`config.mk`:
```
export PLATFORM = sky130hd
export DESIGN_NAME = fx_div_27
export DESIGN_NICKNAME = d
export VERILOG_FILES = /design/src/rtl/fx_pkg.sv /design/src/rtl/fx_sat_round.sv /design/src/rtl/fx_div_27.sv
export SDC_FILE = /design/constraint.sdc
export NUM_CORES = 1
export LEC_CHECK = 0
export ABC_AREA = 1
export CORE_ASPECT_RATIO = 1.2
export CORE_MARGIN = 10
export CORE_UTILIZATION = 30
export CTS_BUF_LIST = sky130_fd_sc_hd__clkbuf_4 sky130_fd_sc_hd__clkbuf_8
export DETAILED_ROUTE_END_ITERATION = 16
export GPL_TIMING_DRIVEN = 0
export PLACE_DENSITY_LB_ADDON = 0.3
export SYNTH_ARGS = -nofsm -noshare
export SYNTH_HDL_FRONTEND = slang
export SYNTH_SLANG_ARGS = --single-unit
```
`constraint.sdc`:
```
create_clock -name clk -period 2.1 [get_ports clk]
set_clock_uncertainty 0.15 [all_clocks]
set_input_delay 0.315 -clock clk [delete_from_list [all_inputs] [get_ports clk]]
set_output_delay 0.315 -clock clk [all_outputs]
set_load 0.02 [all_outputs]
```
`src/rtl/fx_pkg.sv`:
```
// Purpose    : shared fixed-point types and constants for the mat_mult datapath (Q18.8, 27-bit).
// Latency    : n/a (package only).
// Backpressure: n/a.
// Contents   : FX_W/FX_FRAC widths, FX_MAX/FX_MIN saturation limits, fx_t, fxdiv_state_t,
//              and fx_mag(), the unsigned magnitude of a signed Q18.8 value.
package fx_pkg;

    localparam int FX_W    = 27;
    localparam int FX_FRAC = 8;

    typedef logic signed [FX_W-1:0] fx_t;

    localparam fx_t FX_MAX = 27'h3FFFFFF;
    localparam fx_t FX_MIN = 27'h4000000;

    typedef enum logic [1:0] {
        IDLE = 2'd0,
        CALC = 2'd1,
        FIX  = 2'd2,
        DONE = 2'd3
    } fxdiv_state_t;

    // Unsigned magnitude. The most negative value maps to 2^26, which an unsigned
    // FX_W-bit field still represents exactly, so no special case is needed.
    function automatic logic [FX_W-1:0] fx_mag(input fx_t v);
        logic [FX_W-1:0] m;
        m = v[FX_W-1] ? -v : v;
        return m;
    endfunction

endpackage

```
`src/rtl/fx_sat_round.sv`:
```
// Purpose    : round (half away from zero), apply sign and saturate an unsigned quotient to Q18.8.
// Latency    : combinational.
// Backpressure: none; pure function of its inputs.
// Ports      : q        - unsigned quotient magnitude, RB extra LSBs below the result LSB
//              neg      - result sign (sign_a ^ sign_b)
//              a_neg    - dividend sign, selects the divide-by-zero rail
//              dz       - divisor was zero; forces the rail value, no overflow
//              result   - signed Q18.8 output
//              overflow - magnitude exceeded the representable range and was clamped
module fx_sat_round
    import fx_pkg::*;
#(
    parameter int QW = FX_W + FX_FRAC,
    parameter int RB = 1
) (
    input  logic [QW+RB-1:0] q,
    input  logic             neg,
    input  logic             a_neg,
    input  logic             dz,
    output fx_t              result,
    output logic             overflow
);

    // Positive results may reach 2^26-1, negative ones 2^26 (two's complement asymmetry).
    localparam logic [QW:0] POS_LIM = (QW+1)'((64'd1 << (FX_W-1)) - 64'd1);
    localparam logic [QW:0] NEG_LIM = (QW+1)'(64'd1 << (FX_W-1));

    logic [QW:0] mag;

    generate
        if (RB != 0) begin : g_round
            // The extra quotient bit is the 0.5-LSB bit; adding it to the truncated
            // magnitude rounds half up on the magnitude, i.e. away from zero once signed.
            assign mag = (QW+1)'(q[QW+RB-1:RB]) + (QW+1)'(q[0]);
        end else begin : g_trunc
            assign mag = {1'b0, q};
        end
    endgenerate

    always_comb begin
        result   = '0;
        overflow = 1'b0;
        if (dz) begin
            result = a_neg ? FX_MIN : FX_MAX;
        end else if (!neg) begin
            if (mag > POS_LIM) begin
                result   = FX_MAX;
                overflow = 1'b1;
            end else begin
                result = fx_t'(mag[FX_W-1:0]);
            end
        end else begin
            if (mag > NEG_LIM) begin
                result   = FX_MIN;
                overflow = 1'b1;
            end else begin
                // -2^26 wraps onto itself in FX_W bits, which is the correct encoding.
                result = fx_t'(-mag[FX_W-1:0]);
            end
        end
    end

endmodule

```
`src/rtl/fx_div_27.sv`:
```
// Purpose    : iterative signed Q18.8 divider, result = (dataa << 8) / datab, restoring radix-2.
// Latency    : accept at edge T -> out_valid after edge T+ITER+2 (38 enabled cycles, 37 without rounding).
// Backpressure: single operation in flight; result/flags held in DONE until out_ready; en=0 freezes all.
// Ports      : clk, rst_n (async active-low), en (clock enable)
//              in_valid/in_ready, dataa/datab (Q18.8 dividend/divisor)
//              out_valid/out_ready, result (Q18.8), div_zero, overflow (qualified by out_valid)
// Config     : define FXDIV_ROUND_EN for round-half-away-from-zero (36 iterations);
//              undefined gives truncation toward zero (35 iterations).
module fx_div_27
    import fx_pkg::*;
(
    input  logic            clk,
    input  logic            rst_n,
    input  logic            en,
    input  logic            in_valid,
    output logic            in_ready,
    input  logic [FX_W-1:0] dataa,
    input  logic [FX_W-1:0] datab,
    output logic            out_valid,
    input  logic            out_ready,
    output logic [FX_W-1:0] result,
    output logic            div_zero,
    output logic            overflow
);

    localparam int W     = FX_W;
    localparam int FRAC  = FX_FRAC;
    localparam int QBITS = W + FRAC;
`ifdef FXDIV_ROUND_EN
    localparam int RB = 1;
`else
    localparam int RB = 0;
`endif
    localparam int ITER = QBITS + RB;
    localparam int CW   = $clog2(ITER + 1);
    localparam logic [CW-1:0] LAST = CW'(ITER);

    localparam logic [1:0] S_IDLE = IDLE;
    localparam logic [1:0] S_CALC = CALC;
    localparam logic [1:0] S_FIX  = FIX;
    localparam logic [1:0] S_DONE = DONE;

    logic [1:0]      state;
    logic [CW-1:0]   cnt;
    logic [W-1:0]    dvs;      // |datab|
    logic [W-1:0]    rem;      // partial remainder, always < dvs so W bits suffice
    logic [ITER-1:0] dq;       // dividend bits shift out the top, quotient bits shift in the bottom
    logic            neg_r;
    logic            a_neg_r;
    logic            dz_r;
    fx_t             result_r;
    logic            div_zero_r;
    logic            overflow_r;

    logic [W:0]      rem_sh;
    logic            ge;
    fx_t             sat_result;
    logic            sat_ovf;

    assign in_ready  = (state == S_IDLE) && en;
    assign out_valid = (state == S_DONE);
    assign result    = result_r;
    assign div_zero  = div_zero_r;
    assign overflow  = overflow_r;

    // With a zero divisor ge is always set; the quotient is garbage but the
    // FIX stage ignores it because dz_r selects the rail value.
    assign rem_sh = {rem, dq[ITER-1]};
    assign ge     = rem_sh >= {1'b0, dvs};

    fx_sat_round #(
        .QW (QBITS),
        .RB (RB)
    ) u_sat_round (
        .q        (dq),
        .neg      (neg_r),
        .a_neg    (a_neg_r),
        .dz       (dz_r),
        .result   (sat_result),
        .overflow (sat_ovf)
    );

    always_ff @(posedge clk or negedge rst_n) begin
        if (!rst_n) begin
            state      <= S_IDLE;
            cnt        <= '0;
            dvs        <= '0;
            rem        <= '0;
            dq         <= '0;
            neg_r      <= 1'b0;
            a_neg_r    <= 1'b0;
            dz_r       <= 1'b0;
            result_r   <= '0;
            div_zero_r <= 1'b0;
            overflow_r <= 1'b0;
        end else if (en) begin
            case (state)
                S_IDLE: begin
                    if (in_valid) begin
                        state   <= S_CALC;
                        cnt     <= '0;
                        rem     <= '0;
                        dvs     <= fx_mag(datab);
                        dq      <= {fx_mag(dataa), {(FRAC+RB){1'b0}}};
                        neg_r   <= dataa[W-1] ^ datab[W-1];
                        a_neg_r <= dataa[W-1];
                        dz_r    <= (datab == '0);
                    end
                end
                S_CALC: begin
                    // ITER iterations, then one more cycle to hand over to FIX so the
                    // latency stays fixed regardless of operand values.
                    if (cnt == LAST) begin
                        state <= S_FIX;
                    end else begin
                        rem <= ge ? W'(rem_sh - {1'b0, dvs}) : rem_sh[W-1:0];
                        dq  <= {dq[ITER-2:0], ge};
                        cnt <= cnt + CW'(1);
                    end
                end
                S_FIX: begin
                    result_r   <= sat_result;
                    div_zero_r <= dz_r;
                    overflow_r <= sat_ovf;
                    state      <= S_DONE;
                end
                S_DONE: begin
                    if (out_ready) begin
                        state <= S_IDLE;
                    end
                end
                default: state <= S_IDLE;
            endcase
        end
    end

endmodule

```
# Yosys cells after proc, flatten, opt, wreduce, memory -nomap -nowiden
# Index checks and enable logic that the tools add are counted.
# Widths: inputs -> output; s select.
# op_classes
mux	25
shift	0
bitwise	1
add_sub_neg	5
multipliers	0
eq_ne	8
order_cmp	3
div_mod_pow	0
reduce_logical	8
# op_table
op	n
$mux 27	10
$neg 27->27	3
$mux 35	2
$pmux 35 s2	1
$pmux 27 s2	1
$gt 35x26->1 const B	1
$gt 35x27->1 const B	1
$ge 28x27->1	1
$logic_not 27->1	1
$sub 27x27->27	1
$mux 6	2
$pmux 6 s2	1
$pmux 2 s4	1
$reduce_and 4->1	2
$add 6x1->6 const B	1
$eq 6x6->1 const B	1
$mux 2	3
$ne 2x2->1 const B	3
$eq 2x2->1 const B	2
$mux 1	4
$reduce_and 3->1	1
$eq 2x1->1 const B	1
$logic_not 2->1	1
$ne 2x1->1 const B	1
other kinds (4)	4
# totals
latchBits	0
ramBits	0
regBits	129
rom_bits	0
input_bits	59
n_memories	0
output_inout_bits	31

# Longest topological paths before layout
# Gate-level depths: netlist of the first run.
# logic_depth
word_depth	4
depth_mapped	16
mapped_depth_nobuf	16

# Modules after synthesis
# A second synthesis of the first run with hierarchy kept.
# unflattened
hier_cells	1719
area_unflattened_um2	11104.4
# modules_own_cells
module	cells_each	instances	area_each_um2	seq_area_each_um2
fx_div_27	1342	1	9281.4	3228.1
fx_sat_round	377	1	1823.0	0.0

# Worst setup path after synthesis of the first run
# OpenSTA, ideal clock, no wires.
# synth_path
path_type	register to register
from	register dq[34]
to	register rem[18]
stages_incl_launch_ff	15
t_arrival_ns	2.018
setup_ns	0.118
path_slack_ns	-0.186
path_cell_list	dfrtp_1 inv_1 ha_1 inv_1 fa_1 nand2_1 nand2_1 and2_1 nand2_1 nand3_2 nand2_2 buf_2 nand4_1 nand3_1 nand2_1
# synth_between
elab_chain_len	4
elab_cells_between_ends	5
# synth_rtl
element	line_no	text
start: declaration	fx_div_27.sv:47	logic [ITER-1:0] dq;
start signal: assignment	fx_div_27.sv:104	dq <= {fx_mag(dataa), {(FRAC+RB){1'b0}}};
start signal: assignment	fx_div_27.sv:117	dq <= {dq[ITER-2:0], ge};
$sub 27x27->27 or $ge 28x27->1 (tied branches)	fx_div_27.sv:116, fx_div_27.sv:69	
$mux 27 (*)	fx_div_27.sv:116	rem <= ge ? W'(rem_sh - {1'b0, dvs}) : rem_sh[W-1:0];
$mux 27 (*)	fx_div_27.sv:113	if (cnt == LAST) begin
$pmux 27 s2 (*)	fx_div_27.sv:97	case (state)
end signal: assignment	fx_div_27.sv:116	
end: declaration	fx_div_27.sv:46	logic [W-1:0] rem;
# Every way passes the cells marked *; elsewhere a longest branch is shown, timed or not. The select of a mux whose other input is x is not followed.
# A chain may end at the register's enable or synchronous reset.

# Worst setup path in the final report of the first run
# layout_path
from	register dvs[0]
to	register rem[20]
# layout_between
elab_chain_len	4
elab_cells_between_ends	5
# layout_rtl
element	line_no	text
start: declaration	fx_div_27.sv:45	logic [W-1:0] dvs;
start signal: assignment	fx_div_27.sv:103	dvs <= fx_mag(datab);
$sub 27x27->27 or $ge 28x27->1 (tied branches)	fx_div_27.sv:116, fx_div_27.sv:69	
$mux 27 (*)	fx_div_27.sv:116	
$mux 27 (*)	fx_div_27.sv:113	
$pmux 27 s2 (*)	fx_div_27.sv:97	
# Marked as above.

==> results of run 1 <==
kinds of logic after synthesis:
logic type               Yosys count  synth area share (%)
AO/OA/AOI/OAI                    178                  9.11
XOR/XNOR                          47                  3.87
adder cells (fa/ha/maj)           37                  4.42
buffers and inverters            300                  11.2
flip-flops                       129                  30.3
multiplexers                       1                0.0940
AND/OR/NAND/NOR                 1019                  41.0
sequential cells by signal, summed over array words and instances, names as in the netlist:
register  flops
dq           35
dz_r          1
neg_r         1
div_zero      1
dvs          27
a_neg_r       1
state         2
rem          27
overflow      1
result       27
cnt           6
how the worst max path moves through the flow:
| stage | from | endpoint | slack (ns) | cells after the start |
|---|---|---|---|---|
| after floorplan | dq[34] | rem[20] | -0.11 | 15 |
| final | dvs[0] | rem[20] | -0.35 | 14 |
| after detailed placement | en | neg_r | -0.62 | 9 |
| after global placement | rst_n | rem[6] | -4.78 | 1 |
| after global routing | dq[34] | rem[16] | -0.44 | 15 |
| after CTS | dq[34] | rem[20] | -0.32 | 15 |
metrics by stage:
step	util [%]	TNS, ns	instance area (um^2)
2_1_floorplan	-	-2.42	10700
3_3_place_gp	34.7	-666.38	12100
3_5_place_dp	34.8	-50.65	12200
4_1_cts	37.3	-7.33	13000
5_1_grt	39.8	-13.11	13900
6_report	39.8	-8.42	13900
layer usage:
metal,vias up,wire length [um]
met1,5397,16300
met2,272,19600
li1,5749,-
met3,48,1590
met5,-,0
met4,0,917
report_power, final:
group	switching [mW]	internal (mW)	total [mW]
logic	9.79	5.95	15.7
clock network	1.19	0.979	2.16
registers	1.08	3.60	4.68
final cells by class:
| type | count | area [um^2] |
|---|---|---|
| fillers | 3741 | 21100 |
| multi-input cells | 1282 | 7090 |
| flip-flops and latches | 129 | 3240 |
| repair buffers | 132 | 1330 |
| inverters | 242 | 920 |
| well taps | 462 | 578 |
| plain buffers | 57 | 378 |
| clock buffers | 18 | 248 |
| clock inverters | 14 | 131 |
placed cells by master, fill, tap and decap left out, types with 11 or more instances in the layout:
cell,instances
nand2_1,566
inv_1,219
nor2_1,137
dfrtp_1,122
nand3_1,103
clkdlybuf4s50_1,86
a21oi_1,69
o21ai_0,65
nand3_2,57
nand4_1,54
buf_4,38
xor2_1,36
nand2_4,21
nand2_2,19
ha_4,19
inv_2,18
clkbuf_8,18
nor2_2,14
nor2_4,14
clkbuf_1,14
ha_1,14
buf_2,11
xnor2_1,11
what timing repair did:
item,in CTS,in global routing
pin swaps,26,43
hold buffers,1,0
hold endpoints to repair,37,0
buffers inserted,14,21
resized for setup,96,160
endpoints found under the setup margin,106,104
gates cloned,2,4
==> metrics.txt, run 1 <==
status finished, violations left; violations in the final reports negative setup slack; unrepaired setup endpoints after global routing yes; Most used DFF post-synth dfrtp_1; Final Hold Fails 0; Die ar. 43,400 um^2; Place WS -0.621 ns; crit path launch type register; Crit-path slowest cell dfrtp_1; CORE AREA roughly 35,000 um^2; sequential-to-total area share from yosys stat approximately 30%; Reg clk slew, reported paths 0.10 ns; # diodes 0; post-synth top area share 30.3%; Synth cell types 44; Tcrit/Tclk final 117%; number of port buffers between 80 and 90; Worst R2R End rem[20]; Commonest cells post-synth 600 x nand2_1, 229 x inv_1, 162 x nand3_1, 148 x nor2_1, 129 x dfrtp_1; Peak VDD IR 1150 uV; clk buf depth 2; DRT antenna net count 0; Area Overhead vs Synth 30.8%; vias in the first global route 11,000; die width around 190 um; Die Ht around 230 um; top post-synthesis cells by area dfrtp_1 30%, nand2_1 21%, inv_1 8.1%; crit-path max FO 7; Setup Viol. Count Final 28; mapped cell area 10,600 um^2; most common cell in the netlist nand2_1; DR vias 11,500; initial antenna violation count 0; grt total ovfl 0; met1 usage 20.7%; CTS Root Cell clkbuf_8; Hold WC Path Type in -> async; Boundary Pins 90; CP most frequent cell nand2_4; Worst EP required 2.35 ns; pin count of the biggest net entering global routing 93; Cells after Synth 1,711; CTS tree done; DRC viols 0; setup slack, reg-to-reg -0.35 ns; grt met3 use 2.37%; wire per inst 16.4 um; DRT iter0 DRCs about 750; Reg2Reg Depth 14; max cap viols 0; busiest grt layer met2; RR Startpoint dvs[0]; Final Non-Filler Cells 2,336; CTS HTree Levels 4; critical path class reg -> reg; crit path capture type register; first-pass GRT wire length 60,100 um; CTS sink count 129; placed cells 2,263; GR Util All Layers 17.5%; syn_nets 1,807; critical path data arrival time 2.70 ns; minimum clock period 2.45 ns; DP HPWL 29,800 um; synth warn 0; worst hold slack 0.153 ns; Synth Register Bits 129; Max Freq 407 MHz; share of synthesized registers carrying an async set or reset 100%; Yosys top cell by area dfrtp_1; slowest stage delay, CP 0.48 ns; relative slew slack 45.2%; layout cells sized above 1 16.6%; 1st-pass router iterations 5; worst skew pair latency 0.47 ns; CP delay by family, top simple AND/OR/NAND/NOR gates; number of synthesized flops with an enable pin 0; Via density 4.91; Final #Nets 1,957; Num CTS Buffers 17; Pleak 6.95 nW; slew of the pin with the lowest slew margin about 0.8 ns; Final Power 22.6 mW; worst path bufs/invs 2; final worst setup slack -0.354 ns; Avg Inst Size Synth 6.22 um^2; FP Rows 75; met2 Track Usage GR around a third; gpl congestion between 0.9 and 1; crit path cell chain ha_4, inv_4, fa_2, nand2_2, nand2_2, and2_4, nand2_4, nand3_4, nand2_4, nand3_4, buf_8, nand2_4, nand3_2, nand2_1; WL final around 38,000 um; starting density of the core roughly 30%; final slew viol count 0; pwr/cell area 1620 nW/um^2
Note: power is estimated with default switching activity, not from simulation.
==> run 2, diff against run 1 <==
- HOLD_SLACK_MARGIN: not set -> 0.05
==> results of run 2 <==
Same layout as run 1: the final DEF is identical, and so are final timing and power.
==> run 3, diff against run 2 <==
- ABC_AREA: 1 -> not set
==> metrics.txt, run 3 <==
WL final 29,200 um (-24%); Via density 5.26 (+7.2%); Cells after Synth 1,089 (-36%); Avg Inst Size Synth 8.20 um^2 (+32%); Worst R2R End result[17]; CTS sink count 129 (unchanged); Reg2Reg Depth 11 (-3); CTS Root Cell clkbuf_8; Die Ht 209 um (-7.7%); 1st-pass router iterations 5 (unchanged); DP HPWL 20,500 um (-31%); setup slack, reg-to-reg -0.84 ns (-0.49 ns); crit path launch dq[1]; GR Util All Layers 15.2% (-2.2 points); DRC viols 0 (unchanged); number of port buffers 88 (-1.1%); critical path class reg -> reg; DR WL met3 1350 um (-15%); grt total ovfl 0 (unchanged); Hold Crit Endpoint dvs[3]; number of synthesized flops with an enable pin 0 (unchanged); Tcrit/Tclk final 140% (+23 points); Hold Path Origin datab[3]; Setup Viol. Count Final 77 (+180%); pwr/cell area 1450 nW/um^2 (-10%); violations in the final reports negative setup slack; Final Power 18.5 mW (-18%); CORE AREA 29,500 um^2 (-16%); crit path cell chain inv_2, ha_4, or3b_4, nor4_4, nand4_1, a21o_1, or2_1, buf_6, buf_12, o311ai_4, a221o_1; worst skew pair latency 0.45 ns (-0.02 ns); gpl congestion 0.912 (-0.69%); storage element area 3240 um^2 (+0.19%); Area Overhead vs Synth 42.4%; Yosys top cell by area dfrtp_1; RR Startpoint dq[1]; crit-path max FO 7 (unchanged); status finished, violations left; Worst EP required 2.34 ns (about the same); Final #Nets 1,356 (-31%); share of synthesized registers carrying an async set or reset 100% (unchanged); DR vias 8,748 (-24%); top post-synthesis cells by area dfrtp_1 36%, o21ai_0 8.0%, nand2_1 5.5%; FP Rows 69 (-8.0%); Die ar. 37,100 um^2 (-15%); hold path depth 4; mapped cell area 8930 um^2 (-16%); relative slew slack 41.0% (-4.2 points); Commonest cells post-synth 143 x o21ai_0, 131 x nand2_1, 129 x dfrtp_1, 85 x nor2_1, 64 x a21oi_1; crit path launch type register; minimum clock period 2.94 ns (+0.488 ns); Reg clk slew, reported paths 0.09 ns (about the same); Largest register FFs 35 (unchanged); pin count of the biggest net entering global routing 97 (+4.3%); Boundary Pins 90 (unchanged); synth warn 0 (unchanged); CTS tree done; footprint of the multi-input gates 6290 um^2 (-11%); starting density of the core 30.3% (-0.16 points); vias in the first global route 8,788 (-20%); most common cell in the netlist o21ai_0; met1 wire length 12,400 um (-24%); Final Hold Fails 0 (unchanged); met2 routed WL 14,600 um (-26%); Setup TNS -44.06 ns (-35.64 ns); DRT iter0 DRCs 570 (-24%); # diodes 0 (unchanged); commonest cells after routing, fill and taps aside 121 x nand2_1, 117 x dfrtp_1, 91 x o21ai_0; Synth Register Bits 129 (unchanged); wire per inst 17.6 um (+7.0%); most common cell after layout, fill and taps aside nand2_1; Fillers 2,944 (-21%); final worst setup slack -0.842 ns (-0.488 ns); slowest stage delay, CP 0.41 ns (-0.07 ns); post-synth top area share 36.1% (+5.8 points); Crit-path slowest cell dfrtp_2; syn_nets 1,185 (-34%); clk buf depth 2 (unchanged); Pleak 5.20 nW (-25%); sequential-to-total area share from yosys stat 36.1% (+5.8 points); Peak VDD IR 562 uV (-51%); highest routed layer met4; max cap viols 0 (unchanged); Synth cell types 65 (+48%); initial antenna violation count 0 (unchanged); layout cells sized above 1 26.1% (+9.5 points); slew of the pin with the lowest slew margin 0.884 ns (+0.0624 ns); CTS HTree Levels 4 (unchanged); first-pass GRT wire length 46,200 um (-23%); crit path capture type register; Top reg by flops dq; Most used DFF post-synth dfrtp_1; DRT antenna net count 0 (unchanged); Hold WC Path Type in -> reg; critical path data arrival time 3.18 ns (+0.48 ns); unrepaired setup endpoints after global routing yes; Num CTS Buffers 17 (unchanged); final slew viol count 0 (unchanged); Max Freq 340 MHz (-17%); die width 178 um (-7.5%)
==> run 3: cell count changes after synthesis, sizes merged, moves of 12 or more <==
cell,change
o21ai,+69
or3,+15
buf,-13
nor2,-80
mux2i,+28
nand2,-476
inv,-190
nor3,+13
a211oi,+26
o41ai,+12
nand4,-39
nand3,-125
clkbuf,+26
xnor2,+26
==> run 3: repair_timing <==
action,CTS,global route
hold endpoints to repair,132,0
cloned,3,3
hold buffers,4,0
resized for setup,211,111
setup endpoints to repair,125,117
pin swaps,55,81
setup buffers,47,35
==> run 3: worst max-delay path by stage <==
stage / endpoint / slack [ns]
after CTS: result[17] / -0.80
after detailed placement: dq[32] / -1.58
final: result[17] / -0.84
after floorplan: dq[32] / -0.62
after global placement: rem[17] / -4.78
after global routing: rem[8] / -0.98
==> run 3: logic make-up after synthesis <==
group           after synthesis  synth area share [%]
simple gates                381                  20.6
mux                          32                  3.63
compound gates              316                  21.6
flops                       129                  36.1
buf+inv                     120                  5.51
xor+xnor                     74                  7.26
fa+ha+maj                    37                  5.27
==> run 3: final cells by class <==
type                            instances  area share [%]
Tap cell                              390            3.84
Inverter                               49            1.66
Sequential cell                       129            25.5
Clock inverter                         15            1.46
Timing Repair Buffer                  169            13.0
Multi-Input combinational cell        841            49.5
Buffer                                 53            3.25
Clock buffer                           17            1.84
==> run 3: per-layer routing <==
| metal | up-vias | GRT usage [%] |
|---|---|---|
| met3 | 65 | 2.65 |
| met4 | 0 | 5.84 |
| met5 | - | 0 |
| li1 | 4245 | - |
| met1 | 4171 | 18.6 |
| met2 | 267 | 26.0 |
==> run 3: stage by stage <==
stage	hold WS, ns	util (%)	instance area [um^2]	setup WS [ns]	instances
after floorplan	-0.131	-	9330	-0.621	1089
after global placement	0.313	36.2	10700	-4.78	1567
after detailed placement	0.0786	36.3	10700	-1.58	1568
after CTS	0.0708	41.0	12100	-0.798	1637
after global routing	0.138	43.1	12700	-0.984	1663
final	0.123	43.1	12700	-0.842	1663
==> run 3: where the power goes <==
group | switching, mW | total [mW] | internal, mW
clock network | 1.12 | 2.31 | 1.18
registers | 1.06 | 4.60 | 3.54
logic | 6.38 | 11.6 | 5.20
total | 8.57 | 18.5 | 9.92
==> run 3: critical path: cells and delay by family, from the launching register on <==
kind	cells	cell delay, ns
DFF	1	0.41
and+or+nand+nor	4	1.07
AOI/OAI and AO/OA	3	0.72
buffers and inverters	3	0.39
adders and majority gates	1	0.13
